--- src/rtl/kypd_entry_if.sv ---
// Keypad entry bus: raw scanner inputs toward the entry block and the
// debounced key / assembled entry results back out to display and consumers.
interface kypd_entry_if;
    logic [3:0]  key_raw;
    logic        key_hit;
    logic [3:0]  key_code;
    logic        key_valid;
    logic [15:0] entry;
    logic [2:0]  digit_count;
    logic [15:0] entry_value;
    logic        entry_done;
    logic        overflow;

    // Scanner / stimulus side: drives raw inputs, observes results.
    modport master (
        output key_raw, key_hit,
        input  key_code, key_valid, entry, digit_count,
               entry_value, entry_done, overflow
    );

    // Entry block side.
    modport slave (
        input  key_raw, key_hit,
        output key_code, key_valid, entry, digit_count,
               entry_value, entry_done, overflow
    );
endinterface

--- src/rtl/kypd_entry.sv ---
// Keypad entry: debounces the scanner's raw key code and hit flag, emits one
// event per physical press and assembles up to four hex digits with clear
// (0xE) and enter (0xF) handling.
module kypd_entry #(
    parameter int DEBOUNCE_CYCLES = 50000,
    parameter int CNT_W           = 16
) (
    input  logic          clk,
    input  logic          reset,
    kypd_entry_if.slave   kp
);

    localparam logic [CNT_W-1:0] CNT_MAX = CNT_W'(DEBOUNCE_CYCLES - 1);
    localparam logic [CNT_W-1:0] CNT_ONE = CNT_W'(1);

    typedef enum logic [1:0] {
        IDLE       = 2'd0,
        DB_PRESS   = 2'd1,
        PRESSED    = 2'd2,
        DB_RELEASE = 2'd3
    } state_t;

    state_t             state_reg, state_next;
    logic [CNT_W-1:0]   cnt_reg, cnt_next;
    logic [3:0]         code_reg, code_next;
    logic               accept;

    logic [3:0]         key_code_reg, key_code_next;
    logic               key_valid_reg, key_valid_next;
    logic [15:0]        entry_reg, entry_next;
    logic [2:0]         count_reg, count_next;
    logic [15:0]        entry_value_reg, entry_value_next;
    logic               entry_done_reg, entry_done_next;
    logic               overflow_reg, overflow_next;

    // Entry shifted left by one digit with the captured code as newest nibble.
    logic [15:0]        entry_shifted;

    assign entry_shifted[3:0] = code_reg;
    generate
        for (genvar gi = 1; gi < 4; gi++) begin : g_shift
            assign entry_shifted[gi*4 +: 4] = entry_reg[(gi-1)*4 +: 4];
        end
    endgenerate

    // State, debounce counter, captured code and all registered outputs.
    always_ff @(posedge clk or negedge reset) begin
        if (!reset) begin
            state_reg       <= IDLE;
            cnt_reg         <= '0;
            code_reg        <= '0;
            key_code_reg    <= '0;
            key_valid_reg   <= 1'b0;
            entry_reg       <= '0;
            count_reg       <= '0;
            entry_value_reg <= '0;
            entry_done_reg  <= 1'b0;
            overflow_reg    <= 1'b0;
        end else begin
            state_reg       <= state_next;
            cnt_reg         <= cnt_next;
            code_reg        <= code_next;
            key_code_reg    <= key_code_next;
            key_valid_reg   <= key_valid_next;
            entry_reg       <= entry_next;
            count_reg       <= count_next;
            entry_value_reg <= entry_value_next;
            entry_done_reg  <= entry_done_next;
            overflow_reg    <= overflow_next;
        end
    end

    // Debounce FSM: a press is accepted after the code has been stable for
    // DEBOUNCE_CYCLES further samples; release needs the same quiet time.
    always_comb begin
        state_next = state_reg;
        cnt_next   = cnt_reg;
        code_next  = code_reg;
        accept     = 1'b0;
        case (state_reg)
            IDLE: begin
                if (kp.key_hit) begin
                    state_next = DB_PRESS;
                    code_next  = kp.key_raw;
                    cnt_next   = '0;
                end
            end
            DB_PRESS: begin
                if (!kp.key_hit) begin
                    state_next = IDLE;
                    cnt_next   = '0;
                end else if (kp.key_raw != code_reg) begin
                    code_next = kp.key_raw;
                    cnt_next  = '0;
                end else if (cnt_reg == CNT_MAX) begin
                    state_next = PRESSED;
                    cnt_next   = '0;
                    accept     = 1'b1;
                end else begin
                    cnt_next = cnt_reg + CNT_ONE;
                end
            end
            PRESSED: begin
                // Code changes while held are ignored: no auto-repeat.
                if (!kp.key_hit) begin
                    state_next = DB_RELEASE;
                    cnt_next   = '0;
                end
            end
            DB_RELEASE: begin
                if (kp.key_hit) begin
                    state_next = PRESSED;
                    cnt_next   = '0;
                end else if (cnt_reg == CNT_MAX) begin
                    state_next = IDLE;
                    cnt_next   = '0;
                end else begin
                    cnt_next = cnt_reg + CNT_ONE;
                end
            end
            default: begin
                state_next = IDLE;
                cnt_next   = '0;
            end
        endcase
    end

    // Entry assembly acts on the same edge that raises key_valid, so the
    // entry outputs already reflect the key during the key_valid cycle.
    always_comb begin
        key_valid_next   = accept;
        key_code_next    = key_code_reg;
        entry_next       = entry_reg;
        count_next       = count_reg;
        entry_value_next = entry_value_reg;
        entry_done_next  = 1'b0;
        overflow_next    = overflow_reg;
        if (accept) begin
            key_code_next = code_reg;
            if (code_reg == 4'hE) begin
                entry_next    = '0;
                count_next    = '0;
                overflow_next = 1'b0;
            end else if (code_reg == 4'hF) begin
                entry_value_next = entry_reg;
                entry_done_next  = 1'b1;
                entry_next       = '0;
                count_next       = '0;
                overflow_next    = 1'b0;
            end else if (count_reg < 3'd4) begin
                entry_next = entry_shifted;
                count_next = count_reg + 3'd1;
            end else begin
                overflow_next = 1'b1;
            end
        end
    end

    assign kp.key_code    = key_code_reg;
    assign kp.key_valid   = key_valid_reg;
    assign kp.entry       = entry_reg;
    assign kp.digit_count = count_reg;
    assign kp.entry_value = entry_value_reg;
    assign kp.entry_done  = entry_done_reg;
    assign kp.overflow    = overflow_reg;

endmodule
--- src/flat_wrapper.sv ---
// flat-port wrapper written by rule: the top's interface ports become plain ports
module kypd_entry_flat 
#(
    parameter int DEBOUNCE_CYCLES = 50000,
    parameter int CNT_W           = 16
)
  (clk, reset, kp_key_raw, kp_key_hit, kp_key_code, kp_key_valid, kp_entry, kp_digit_count, kp_entry_value, kp_entry_done, kp_overflow);
  kypd_entry_if kp_i ();
  input  logic clk;
  input  logic reset;
  input wire logic [$bits(kp_i.key_raw)-1:0] kp_key_raw;
  input wire logic [$bits(kp_i.key_hit)-1:0] kp_key_hit;
  output wire logic [$bits(kp_i.key_code)-1:0] kp_key_code;
  output wire logic [$bits(kp_i.key_valid)-1:0] kp_key_valid;
  output wire logic [$bits(kp_i.entry)-1:0] kp_entry;
  output wire logic [$bits(kp_i.digit_count)-1:0] kp_digit_count;
  output wire logic [$bits(kp_i.entry_value)-1:0] kp_entry_value;
  output wire logic [$bits(kp_i.entry_done)-1:0] kp_entry_done;
  output wire logic [$bits(kp_i.overflow)-1:0] kp_overflow;
  assign kp_i.key_raw = kp_key_raw;
  assign kp_i.key_hit = kp_key_hit;
  assign kp_key_code = kp_i.key_code;
  assign kp_key_valid = kp_i.key_valid;
  assign kp_entry = kp_i.entry;
  assign kp_digit_count = kp_i.digit_count;
  assign kp_entry_value = kp_i.entry_value;
  assign kp_entry_done = kp_i.entry_done;
  assign kp_overflow = kp_i.overflow;
  kypd_entry #(.DEBOUNCE_CYCLES(DEBOUNCE_CYCLES), .CNT_W(CNT_W)) u_core (.clk(clk), .reset(reset), .kp(kp_i));
endmodule
--- config.mk ---
export PLATFORM = sky130hd
export DESIGN_NAME = kypd_entry_flat
export DESIGN_NICKNAME = d
export VERILOG_FILES = /design/src/rtl/kypd_entry_if.sv /design/src/rtl/kypd_entry.sv /design/src/flat_wrapper.sv
export SDC_FILE = /design/constraint.sdc
export NUM_CORES = 1
export LEC_CHECK = 0
export CORE_ASPECT_RATIO = 0.6
export CORE_MARGIN = 1
export CORE_UTILIZATION = 25
export CTS_BUF_LIST = sky130_fd_sc_hd__clkbuf_4 sky130_fd_sc_hd__clkbuf_8
export DETAILED_ROUTE_END_ITERATION = 8
export GPL_TIMING_DRIVEN = 1
export PLACE_DENSITY = 0.51
export RECOVER_POWER = 100
export SYNTH_ARGS = -nofsm -noshare
export SYNTH_HDL_FRONTEND = slang
export SYNTH_SLANG_ARGS = --single-unit
export TNS_END_PERCENT = 1
--- constraint.sdc ---
create_clock -name clk -period 3.15 [get_ports clk]
set_input_delay 0.315 -clock clk [delete_from_list [all_inputs] [get_ports clk]]
set_output_delay 0.315 -clock clk [all_outputs]
set_load 0.01 [all_outputs]
==> flow_summary.json, run 1 <==
{
  "report.final.slew_viol_count": 34,
  "cts-htree-levels": 3,
  "max_cap_viol_count": 1,
  "clockRootBuffer": "sky130_fd_sc_hd__clkbuf_8",
  "critical_path.max_fanout": 13,
  "detailedRoute.firstIterationViolations": 190,
  "grt.overflow.total": 0,
  "grt_most_used_layer": "met1",
  "viasPerCell": 4.71,
  "total_leakage_power_nw": 1.74,
  "number_of_vias_in_the_routed_layout": 2068,
  "synth_async_sr_flop_share_pct": 100,
  "min_period_over_period_pct": 83.7,
  "wire_per_inst_um": 15.7,
  "drt.antenna.violating_nets": 0,
  "grt_setup_unrepaired": "false",
  "cts.path.max_buffers": 2,
  "row_count": 29,
  "worst-setup-path-type": "reg2reg",
  "drt-total-wl_um": 6870,
  "post_synth.cell_area_avg_um2": 12.0,
  "worst_setup_path_end_kind": "register",
  "data_arrival_time_at_the_worst_slack_endpoint_ns": 2.87,
  "timing.critical_path.required_ns": 3.38,
  "design.final.nets": 304,
  "timing_worst_slew_pin_value_ns": 1.83,
  "grt.total_usage_pct": 12.8,
  "worstHoldPathType": "in2async",
  "die_height_um": 85.1,
  "synth.yosys.warnings": 0,
  "synth_area_leader_cell": "sky130_fd_sc_hd__dfrtp_1",
  "first_global_vias": 2066,
  "postSynthNetCount": 249,
  "cellPowerDensity_nw_per_um2": 446,
  "synth_seq_cells": 64,
  "vdd.ir_drop.worst_uv": 165,
  "grt_use_met3_pct": 4.91,
  "nFillCells": 1109,
  "grt_util_met2_pct": 16.1,
  "synth-seq-area-share_pct": 55.6,
  "synth.top_cell.area_share_pct": 55.6,
  "tritoncts": "done",
  "run_status": "finished with violations",
  "final_hold_viol_count": 0,
  "total_clock_buffers_created_by_cts": 9,
  "clk_pin_slew_ns": 0.07,
  "antenna_found_initial": 0,
  "global_route_wire_length_before_repair_um": 11500,
  "worstSetupStartpointType": "register",
  "initial_core_utilization_pct": 26.4,
  "gr-usage-met1_pct": 19.2,
  "post-cts-setup-buffer-count": 0,
  "core_region_area_um2": 10900,
  "combined_area_of_the_multi_input_logic_cells_um2": 1140,
  "synth-main-ff-cell": "sky130_fd_sc_hd__dfrtp_1",
  "fin_setup_tns_ns": 0,
  "ctsHoldBuffers": 0,
  "cts-resized-gates": 0,
  "min_period_ns": 2.64,
  "io-pin-count": 49,
  "clock_latency_of_the_later_clocked_register_in_the_worst_skew_pair_ns": 0.35,
  "n_antenna_cell": 0,
  "cts.sink_count": 64,
  "yosysUniqueCellTypes": 43,
  "final_layout_size_suffix_gt1_share_pct": 11.3,
  "synth_top_cells_by_area": "sky130_fd_sc_hd__dfrtp_1 56%, sky130_fd_sc_hd__a22o_1 5.5%, sky130_fd_sc_hd__mux2_4 5.2%",
  "grt_start_max_net_pins": 34,
  "violated_checks": "capacitance limit, slew limit",
  "number_of_setup_violations_in_the_final_report": 0,
  "syn_area_um2": 2880,
  "total_power_w": 0.00162,
  "synthCells": 240,
  "design.die.area_um2": 12000,
  "detail_route.drc_violations": 0,
  "globalplace.congestion": 0.845,
  "max_clock_freq_ghz": 0.379,
  "synth-edff-count": 0,
  "syn_to_final_growth_pct": 26.4,
  "worst_slew_margin_relative_to_its_limit_pct": -21.8,
  "finClkSkew_ns": 0.0112,
  "buffer_ports.inserted": 48,
  "area.sequential_um2": 1600,
  "floorplan.die.width_um": 141,
  "hpwl_um": 4920,
  "firstDrtPassIters": 4
}
[power breakdown]
part	leakage, nW	internal [W]	switching [W]
registers	0.885	0.000827	0.0000107
logic	0.758	0.0000164	0.0000374
clock network	0.101	0.000405	0.000326
total	1.74	0.00125	0.000374
[cell families after synthesis]
group | share of synthesized area (%)
muxes | 9.52
buffers and inverters | 2.52
AOI/OAI and AO/OA | 11.0
adders and majority gates | 0.869
xor gates and xnor gates | 3.04
DFF | 55.6
and+or+nand+nor | 17.4
[synth_stat cells, drive strengths merged (2+ instances only)]
| cell | instances |
|---|---|
| nor3 | 4 |
| nand3 | 11 |
| nand4 | 8 |
| o21ai | 10 |
| and3 | 5 |
| buf | 7 |
| xnor2 | 5 |
| ha | 2 |
| o311ai | 2 |
| clkbuf | 3 |
| or4 | 2 |
| nor2 | 6 |
| nand2b | 2 |
| nor2b | 3 |
| a21oi | 6 |
| a22o | 18 |
| xor2 | 5 |
| nor3b | 2 |
| mux2 | 21 |
| nor4bb | 2 |
| nand2 | 35 |
| dfrtp | 64 |
| inv | 4 |
| nor4 | 3 |
[path summary, 6_finish.rpt]
| check | from | endpoint | slack (ns) | cells past startpoint |
|---|---|---|---|---|
| min in group clk | u_core.kp.entry_value[10]$_DFFE_PN0P_ | u_core.kp.entry_value[10]$_DFFE_PN0P_ | 0.50 | 1 |
| max | u_core.code_reg[0]$_DFFE_PN0P_ | u_core.cnt_reg[14]$_DFFE_PN0P_ | 0.51 | 6 |
| min reg2reg | u_core.kp.entry_value[10]$_DFFE_PN0P_ | u_core.kp.entry_value[10]$_DFFE_PN0P_ | 0.50 | 1 |
| min | reset | u_core.cnt_reg[6]$_DFFE_PN0P_ | 0.45 | 1 |
| max reg2reg | u_core.code_reg[0]$_DFFE_PN0P_ | u_core.cnt_reg[14]$_DFFE_PN0P_ | 0.51 | 6 |
| max in group asynchronous | reset | u_core.cnt_reg[10]$_DFFE_PN0P_ | 1.25 | 2 |
[final cells by class]
cell class                      instances  area share, %
Multi-Input combinational cell        162           31.4
Inverter                                4          0.413
Sequential cell                        64           44.0
Clock buffer                           11           4.16
Timing Repair Buffer                   54           13.7
Tap cell                              139           4.78
Clock inverter                          5           1.51
[metal layers]
| metal | part of all wire, % | vias up |
|---|---|---|
| li1 | - | 988 |
| met1 | 53 | 1016 |
| met2 | 39 | 55 |
| met3 | 6.7 | 9 |
| met4 | 1.6 | 0 |
| met5 | 0 | - |
[layout by cell type, fill, tap and decap left out, types with 4 or more instances in the layout]
cell type	Yosys	layout
sky130_fd_sc_hd__dfrtp_1	64	64
sky130_fd_sc_hd__and3_1	5	5
sky130_fd_sc_hd__o21ai_0	9	9
sky130_fd_sc_hd__nand3_1	11	11
sky130_fd_sc_hd__nor2_1	6	6
sky130_fd_sc_hd__nand2_1	35	35
sky130_fd_sc_hd__mux2_2	11	11
sky130_fd_sc_hd__clkbuf_1	3	5
sky130_fd_sc_hd__dlygate4sd3_1	0	43
sky130_fd_sc_hd__a21oi_1	6	6
sky130_fd_sc_hd__clkdlybuf4s50_1	0	4
sky130_fd_sc_hd__xnor2_1	5	5
sky130_fd_sc_hd__mux2_1	0	10
sky130_fd_sc_hd__xor2_1	5	5
sky130_fd_sc_hd__a22o_1	18	18
sky130_fd_sc_hd__inv_1	4	4
sky130_fd_sc_hd__clkbuf_8	0	11
sky130_fd_sc_hd__nand4_1	7	7
[worst max-delay path, stage by stage (launching register included)]
cell and delay [ns]:
sky130_fd_sc_hd__dfrtp_1 0.50, sky130_fd_sc_hd__xnor2_1 0.21, sky130_fd_sc_hd__nand4_1 0.27, sky130_fd_sc_hd__o31ai_2 0.25, sky130_fd_sc_hd__clkbuf_1 0.43, sky130_fd_sc_hd__nand2_1 0.41
sky130_fd_sc_hd__o311ai_0 0.44
[per-stage QoR]
step	hold WS [ns]	cells	utilization [%]	setup slack, ns	area (um2)
after CTS	0.0560	439	34.2	0.610	3720
after detailed placement	0.449	423	32.3	0.496	3520
after global placement	0.435	423	32.3	0.491	3520
after global routing	0.521	439	33.4	0.282	3640
after floorplan	0.0194	240	-	0.860	2880
final	0.450	439	33.4	0.515	3640
(Power assumes the default switching activity.)
==> inputs of run 2 (changes only) <==
Clock period 3.15 ns to 2.5 ns, I/O delays scaled along.
==> run 2 against run 1 <==
- worst setup slack lost 0.44 ns
- the flow now finishes without violations
- largest cell class unchanged
- routed wire length rose by 1.3%
- sequential share of layout area decreased by 1.9 points
- critical endpoint is now u_core.kp.entry_value[14]$_DFFE_PN0P_
==> flow_summary.json, run 2 (synthesis gave the netlist of run 1 again) <==
{
  "run_status": "finished clean",
  "number_of_setup_violations_in_the_final_report": 0,
  "worst_setup_path_end_kind": "register",
  "worstSetupStartpointType": "register",
  "cellPowerDensity_nw_per_um2": 536,
  "drt-total-wl_um": 6960,
  "initial_core_utilization_pct": 26.4,
  "min_path_cells": 3,
  "hpwl_um": 5080,
  "syn_to_final_growth_pct": 32.4,
  "max_clock_freq_ghz": 0.413,
  "report.final.slew_viol_count": 0,
  "detailedRoute.firstIterationViolations": 140,
  "total_leakage_power_nw": 1.82,
  "grt.overflow.total": 0,
  "instances_no_fill": 452,
  "firstDrtPassIters": 4,
  "worstHoldPathType": "in2reg",
  "cts.path.max_buffers": 2,
  "worst_r2r_endpoint": "u_core.kp.entry_value[14]$_DFFE_PN0P_",
  "grt.total_usage_pct": 12.9,
  "buffer_ports.inserted": 48,
  "combined_area_of_the_multi_input_logic_cells_um2": 1200,
  "final_core_utilization_pct": 35.0,
  "reg2reg_from": "u_core.cnt_reg[13]$_DFFE_PN0P_",
  "final_layout_size_suffix_gt1_share_pct": 19.2,
  "grt_start_max_net_pins": 29,
  "min_period_ns": 2.42,
  "globalplace.congestion": 0.810,
  "floorplan.die.width_um": 141,
  "drt.antenna.violating_nets": 0,
  "finClkSkew_ns": 0.0121,
  "max_cap_viol_count": 0,
  "cts-htree-levels": 3,
  "n_antenna_cell": 0,
  "area.sequential_um2": 1610,
  "mostFrequentLayoutCell": "sky130_fd_sc_hd__dfrtp_1",
  "holdCritStartpoint": "kp_key_raw[0]",
  "worst_r2r_path_depth": 6,
  "wire_per_inst_um": 15.4,
  "row_count": 29,
  "design.final.nets": 317,
  "clk_pin_slew_ns": 0.07,
  "worst_slew_margin_relative_to_its_limit_pct": 42.2,
  "number_of_vias_in_the_routed_layout": 2112,
  "min_period_over_period_pct": 97.0,
  "nFillCells": 1091,
  "clockRootBuffer": "sky130_fd_sc_hd__clkbuf_8",
  "final_cell_mix": "60 x sky130_fd_sc_hd__dfrtp_1, 44 x sky130_fd_sc_hd__dlygate4sd3_1, 35 x sky130_fd_sc_hd__nand2_1",
  "tritoncts": "done",
  "core_region_area_um2": 10900,
  "viasPerCell": 4.67,
  "global_route_wire_length_before_repair_um": 11600,
  "data_arrival_time_at_the_worst_slack_endpoint_ns": 2.65,
  "reg2reg_setup_slack_ns": 0.08,
  "total_clock_buffers_created_by_cts": 9,
  "cts.sink_count": 64,
  "dp.cells": 434,
  "fin_setup_tns_ns": 0,
  "design.die.area_um2": 12000,
  "critical_path.max_fanout": 16,
  "vdd.ir_drop.worst_uv": 217,
  "timing.critical_path.required_ns": 2.72,
  "final_hold_viol_count": 0,
  "first_global_vias": 2057,
  "whs_endpoint": "u_core.code_reg[0]$_DFFE_PN0P_",
  "timing_worst_slew_pin_value_ns": 0.867,
  "die_height_um": 85.1,
  "worst-setup-path-type": "reg2reg",
  "detail_route.drc_violations": 0,
  "io-pin-count": 49,
  "total_power_w": 0.00204,
  "antenna_found_initial": 0,
  "clock_latency_of_the_later_clocked_register_in_the_worst_skew_pair_ns": 0.35
}
[run 2: changes by cell type in the layout (fill, tap and decap cells not counted), moves of 2 or more]
| cell | before | now |
|---|---|---|
| sky130_fd_sc_hd__buf_4 | 0 | 7 |
| sky130_fd_sc_hd__clkbuf_1 | 5 | 8 |
| sky130_fd_sc_hd__dfrtp_1 | 64 | 60 |
| sky130_fd_sc_hd__dfrtp_2 | 0 | 4 |
| sky130_fd_sc_hd__mux2_1 | 10 | 0 |
| sky130_fd_sc_hd__mux2_4 | 0 | 10 |
| sky130_fd_sc_hd__nor4_1 | 3 | 1 |
[run 2: repair_timing]
| item | 4_1_cts | 5_1_grt |
|---|---|---|
| hold buffers | 1 | 0 |
| buffers inserted | 0 | 1 |
| gates resized for setup | 0 | 7 |
| endpoints found under the setup margin | 0 | 14 |
| endpoints found under the hold margin | 13 | 0 |
[run 2: how the worst max path moves through the flow]
stage / from / to / slack, ns
2_1_floorplan: u_core.cnt_reg[11]$_DFFE_PN0P_ / u_core.kp.entry_value[10]$_DFFE_PN0P_ / 0.21
3_3_place_gp: u_core.cnt_reg[6]$_DFFE_PN0P_ / u_core.kp.entry_value[14]$_DFFE_PN0P_ / 0.16
3_5_place_dp: u_core.cnt_reg[6]$_DFFE_PN0P_ / u_core.kp.entry_value[11]$_DFFE_PN0P_ / 0.09
4_1_cts: u_core.cnt_reg[6]$_DFFE_PN0P_ / u_core.kp.entry_value[14]$_DFFE_PN0P_ / 0.07
5_1_grt: u_core.cnt_reg[13]$_DFFE_PN0P_ / u_core.kp.entry_value[10]$_DFFE_PN0P_ / -0.005
6_report: u_core.cnt_reg[13]$_DFFE_PN0P_ / u_core.kp.entry_value[14]$_DFFE_PN0P_ / 0.08
[run 2: power by group]
group / internal (W) / switching (W)
clock network: 0.000490 / 0.000423
registers: 0.00104 / 0.0000103
logic: 0.0000252 / 0.0000524
[run 2: cell type report]
cell class                      instances  share of cell area, %
Clock buffer                           10                   3.61
Clock inverter                          6                   1.77
Inverter                                4                  0.394
Multi-Input combinational cell        162                   31.6
Sequential cell                        64                   42.1
Tap cell                              139                   4.56
Timing Repair Buffer                   67                   16.0
[run 2: critical path, cell delays in order, from the launching register on]
cell,delay (ns)
sky130_fd_sc_hd__dfrtp_2,0.45
sky130_fd_sc_hd__or4_4,0.57
sky130_fd_sc_hd__nor4_4,0.36
sky130_fd_sc_hd__nor3b_4,0.30
sky130_fd_sc_hd__nand4_4,0.12
sky130_fd_sc_hd__buf_8,0.19
sky130_fd_sc_hd__mux2_4,0.30
[run 2: metal layers]
layer / up-vias / routed length [um] / global-route usage [%]
met3: 10 / 368 / 4.40
li1: 1018 / - / -
met1: 1025 / 3800 / 19.5
met5: - / 0 / 0
met2: 59 / 2710 / 16.9
met4: 0 / 80 / 4.15
[run 2: metrics by stage]
step | worst slack (ns) | hold WS (ns) | cell area, um2
3_3_place_gp | 0.158 | 0.175 | 3610
6_report | 0.0759 | 0.491 | 3810
3_5_place_dp | 0.0864 | 0.178 | 3610
4_1_cts | 0.0656 | 0.330 | 3830
5_1_grt | -0.00490 | 0.522 | 3810
2_1_floorplan | 0.210 | -0.0456 | 2880
==> inputs of run 3 (changes only) <==
Settings changed: ABC_AREA set to 1, PLACE_DENSITY 0.51 to 0.5.
==> run 3 against run 2 <==
- the run now ends with capacitance limit, slew limit left
- design area grew 7.0%
- flip-flop and latch count is the same
- fmax grew 14%
- die area grew 12%
- first-iteration DRC count grew 64%
- largest cell class unchanged
- highest routed layer unchanged
==> flow_summary.json, run 3 <==
{
  "worstHoldPathType": "in2async",
  "die_height_um": 90.0,
  "total_clock_buffers_created_by_cts": 9,
  "run_status": "finished with violations",
  "wire_per_inst_um": 14.1,
  "io-pin-count": 49,
  "timing_worst_slew_pin_value_ns": 1.60,
  "cellPowerDensity_nw_per_um2": 649,
  "finClkSkew_ns": 0.0109,
  "setup_slack_ns": 0.369,
  "globalplace.congestion": 0.895,
  "max_cap_viol_count": 1,
  "synth_most_common_cell": "sky130_fd_sc_hd__nand2_1",
  "design.die.area_um2": 13400,
  "cts.sink_count": 64,
  "grt.overflow.total": 0,
  "worst_r2r_endpoint": "u_core.kp.entry_value[1]$_DFFE_PN0P_",
  "fin_setup_tns_ns": 0,
  "critical_path.startpoint": "u_core.cnt_reg[0]$_DFFE_PN0P_",
  "timing.critical_path.required_ns": 2.73,
  "synth.top_cell.area_share_pct": 49.6,
  "global_route_wire_length_before_repair_um": 14900,
  "vdd.ir_drop.worst_uv": 302,
  "postSynthNetCount": 416,
  "worst_r2r_path_depth": 8,
  "antenna_found_initial": 0,
  "synth_top_cells_by_count": "146 x sky130_fd_sc_hd__nand2_1, 64 x sky130_fd_sc_hd__dfrtp_1, 36 x sky130_fd_sc_hd__nand4_1, 36 x sky130_fd_sc_hd__nor2_1, 27 x sky130_fd_sc_hd__inv_1",
  "total_leakage_power_nw": 2.03,
  "worstSetupStartpointType": "register",
  "number_of_setup_violations_in_the_final_report": 0,
  "detail_route.drc_violations": 0,
  "yosysUniqueCellTypes": 27,
  "clk_pin_slew_ns": 0.07,
  "grt_use_met3_pct": 4.67,
  "post_synth.cell_area_avg_um2": 7.93,
  "worst_setup_path_endpoint": "u_core.kp.entry_value[1]$_DFFE_PN0P_",
  "pre_cts_ws_ns": 0.363,
  "data_arrival_time_at_the_worst_slack_endpoint_ns": 2.36,
  "floorplan.die.width_um": 149,
  "firstDrtPassIters": 4,
  "core_region_area_um2": 12300,
  "synth-seq-area-share_pct": 49.6,
  "final_hold_viol_count": 0,
  "min_period_over_period_pct": 85.3,
  "grt_setup_unrepaired": "false",
  "worst-setup-path-type": "reg2reg",
  "synth_async_sr_flop_share_pct": 100,
  "cts-htree-levels": 3,
  "grt_most_used_layer": "met1",
  "grt_util_met2_pct": 17.0,
  "post-cts-setup-buffer-count": 0,
  "report.final.slew_viol_count": 65,
  "final_layout_size_suffix_gt1_share_pct": 8.19,
  "cts-resized-gates": 0,
  "reg2reg_setup_slack_ns": 0.37,
  "reg2reg_from": "u_core.cnt_reg[0]$_DFFE_PN0P_",
  "max_clock_freq_ghz": 0.469,
  "grt_start_max_net_pins": 65,
  "synth.yosys.warnings": 0,
  "synth_area_leader_cell": "sky130_fd_sc_hd__dfrtp_1",
  "syn_area_um2": 3230,
  "drt.antenna.violating_nets": 0,
  "combined_area_of_the_multi_input_logic_cells_um2": 1410,
  "n_antenna_cell": 0,
  "detailedRoute.firstIterationViolations": 230,
  "gr-usage-met1_pct": 23.9,
  "ctsHoldBuffers": 0,
  "final_cell_mix": "146 x sky130_fd_sc_hd__nand2_1, 64 x sky130_fd_sc_hd__dfrtp_1, 42 x sky130_fd_sc_hd__dlygate4sd3_1",
  "cts.path.max_buffers": 2,
  "clock_latency_of_the_later_clocked_register_in_the_worst_skew_pair_ns": 0.34,
  "violated_checks": "capacitance limit, slew limit",
  "worst_setup_path_end_kind": "register",
  "clockRootBuffer": "sky130_fd_sc_hd__clkbuf_8",
  "row_count": 31,
  "synth-edff-count": 0,
  "grt.total_usage_pct": 14.6,
  "min_period_ns": 2.13,
  "design.final.nets": 469,
  "tritoncts": "done",
  "first_global_vias": 2601,
  "number_of_vias_in_the_routed_layout": 2838,
  "final_core_utilization_pct": 33.1,
  "mostFrequentLayoutCell": "sky130_fd_sc_hd__nand2_1",
  "synthCells": 407,
  "worst_slew_margin_relative_to_its_limit_pct": -6.96,
  "critical_path.max_fanout": 17,
  "synth_top_cells_by_area": "sky130_fd_sc_hd__dfrtp_1 50%, sky130_fd_sc_hd__nand2_1 17%, sky130_fd_sc_hd__nand4_1 7.0%",
  "nFillCells": 1297,
  "buffer_ports.inserted": 48,
  "viasPerCell": 4.51,
  "hpwl_um": 6560,
  "drt-total-wl_um": 8860,
  "initial_core_utilization_pct": 26.2,
  "syn_to_final_growth_pct": 26.3,
  "area.sequential_um2": 1600,
  "synth-main-ff-cell": "sky130_fd_sc_hd__dfrtp_1",
  "synth_seq_cells": 64
}
## run 3: cell count changes after synthesis, sizes merged, moves of 10 or more
cell,previous run,this run
nand4,8,36
mux2,21,0
nand2,35,147
a22o,18,0
o21ai,10,24
nor2,6,41
inv,4,31
nand3,11,21
## run 3: worst min-delay path by stage
stage / from / to / cells past startpoint
2_1_floorplan: reset / async pin / 0
3_3_place_gp: u_core.kp.entry_value[10]$_DFFE_PN0P_ / u_core.kp.entry_value[10]$_DFFE_PN0P_ / 2
3_5_place_dp: u_core.kp.entry_value[3]$_DFFE_PN0P_ / u_core.kp.entry_value[3]$_DFFE_PN0P_ / 2
4_1_cts: reset / u_core.cnt_reg[12]$_DFFE_PN0P_ / 2
5_1_grt: u_core.kp.entry_value[9]$_DFFE_PN0P_ / u_core.kp.entry_value[9]$_DFFE_PN0P_ / 2
6_report: reset / async pin / 2
## run 3: cell families (layout without fill, tap and decap cells)
group / count (synthesis) / in the layout / synth area share (%)
XOR/XNOR: 13 / 13 / 3.53
AO/OA/AOI/OAI: 29 / 29 / 4.80
AND/OR/NAND/NOR: 253 / 253 / 35.1
buffers and inverters: 46 / 103 / 6.24
adder cells (fa/ha/maj): 2 / 2 / 0.775
flip-flops: 64 / 64 / 49.6
## run 3: area by class of cell
cell class / instances / area share [%]
clock buffer: 11 / 3.41
clock inverter: 4 / 1.72
inverter: 33 / 3.04
multi-input combinational: 297 / 34.6
sequential: 64 / 39.3
tap: 165 / 5.06
timing repair buffer: 55 / 12.9
## run 3: stage by stage
| step | total power [W] | hold WS, ns | cell area (um2) | std cells |
|---|---|---|---|---|
| floorplan | 0.00152 | -0.0456 | 3230 | 407 |
| global placement | 0.00169 | 0.459 | 3890 | 614 |
| detailed placement | 0.00169 | 0.461 | 3890 | 614 |
| CTS | 0.00268 | 0.132 | 4100 | 629 |
| global route | 0.00281 | 0.486 | 4080 | 629 |
| finish | 0.00265 | 0.381 | 4080 | 629 |
## run 3: power breakdown
group / switching (W) / internal (W) / total, W
Sequential: 0.0000907 / 0.00109 / 0.00118
Combinational: 0.000353 / 0.000136 / 0.000489
Clock: 0.000398 / 0.000575 / 0.000973
Total: 0.000842 / 0.00180 / 0.00265
## run 3: critical path, cell delays in order (launching register included)
cell and delay, ns:
sky130_fd_sc_hd__dfrtp_1 0.42, sky130_fd_sc_hd__ha_1 0.23, sky130_fd_sc_hd__nand2_1 0.07, sky130_fd_sc_hd__nor2_1 0.26, sky130_fd_sc_hd__nand3_1 0.22, sky130_fd_sc_hd__nor2_4 0.24
sky130_fd_sc_hd__nand3_2 0.36, sky130_fd_sc_hd__nand2_1 0.17, sky130_fd_sc_hd__nand2_1 0.06
## run 3: per-layer routing
layer | up-vias | wire [um]
li1 | 1436 | -
met3 | 9 | 680
met1 | 1315 | 4930
met5 | - | 0
met4 | 0 | 99
met2 | 78 | 3150
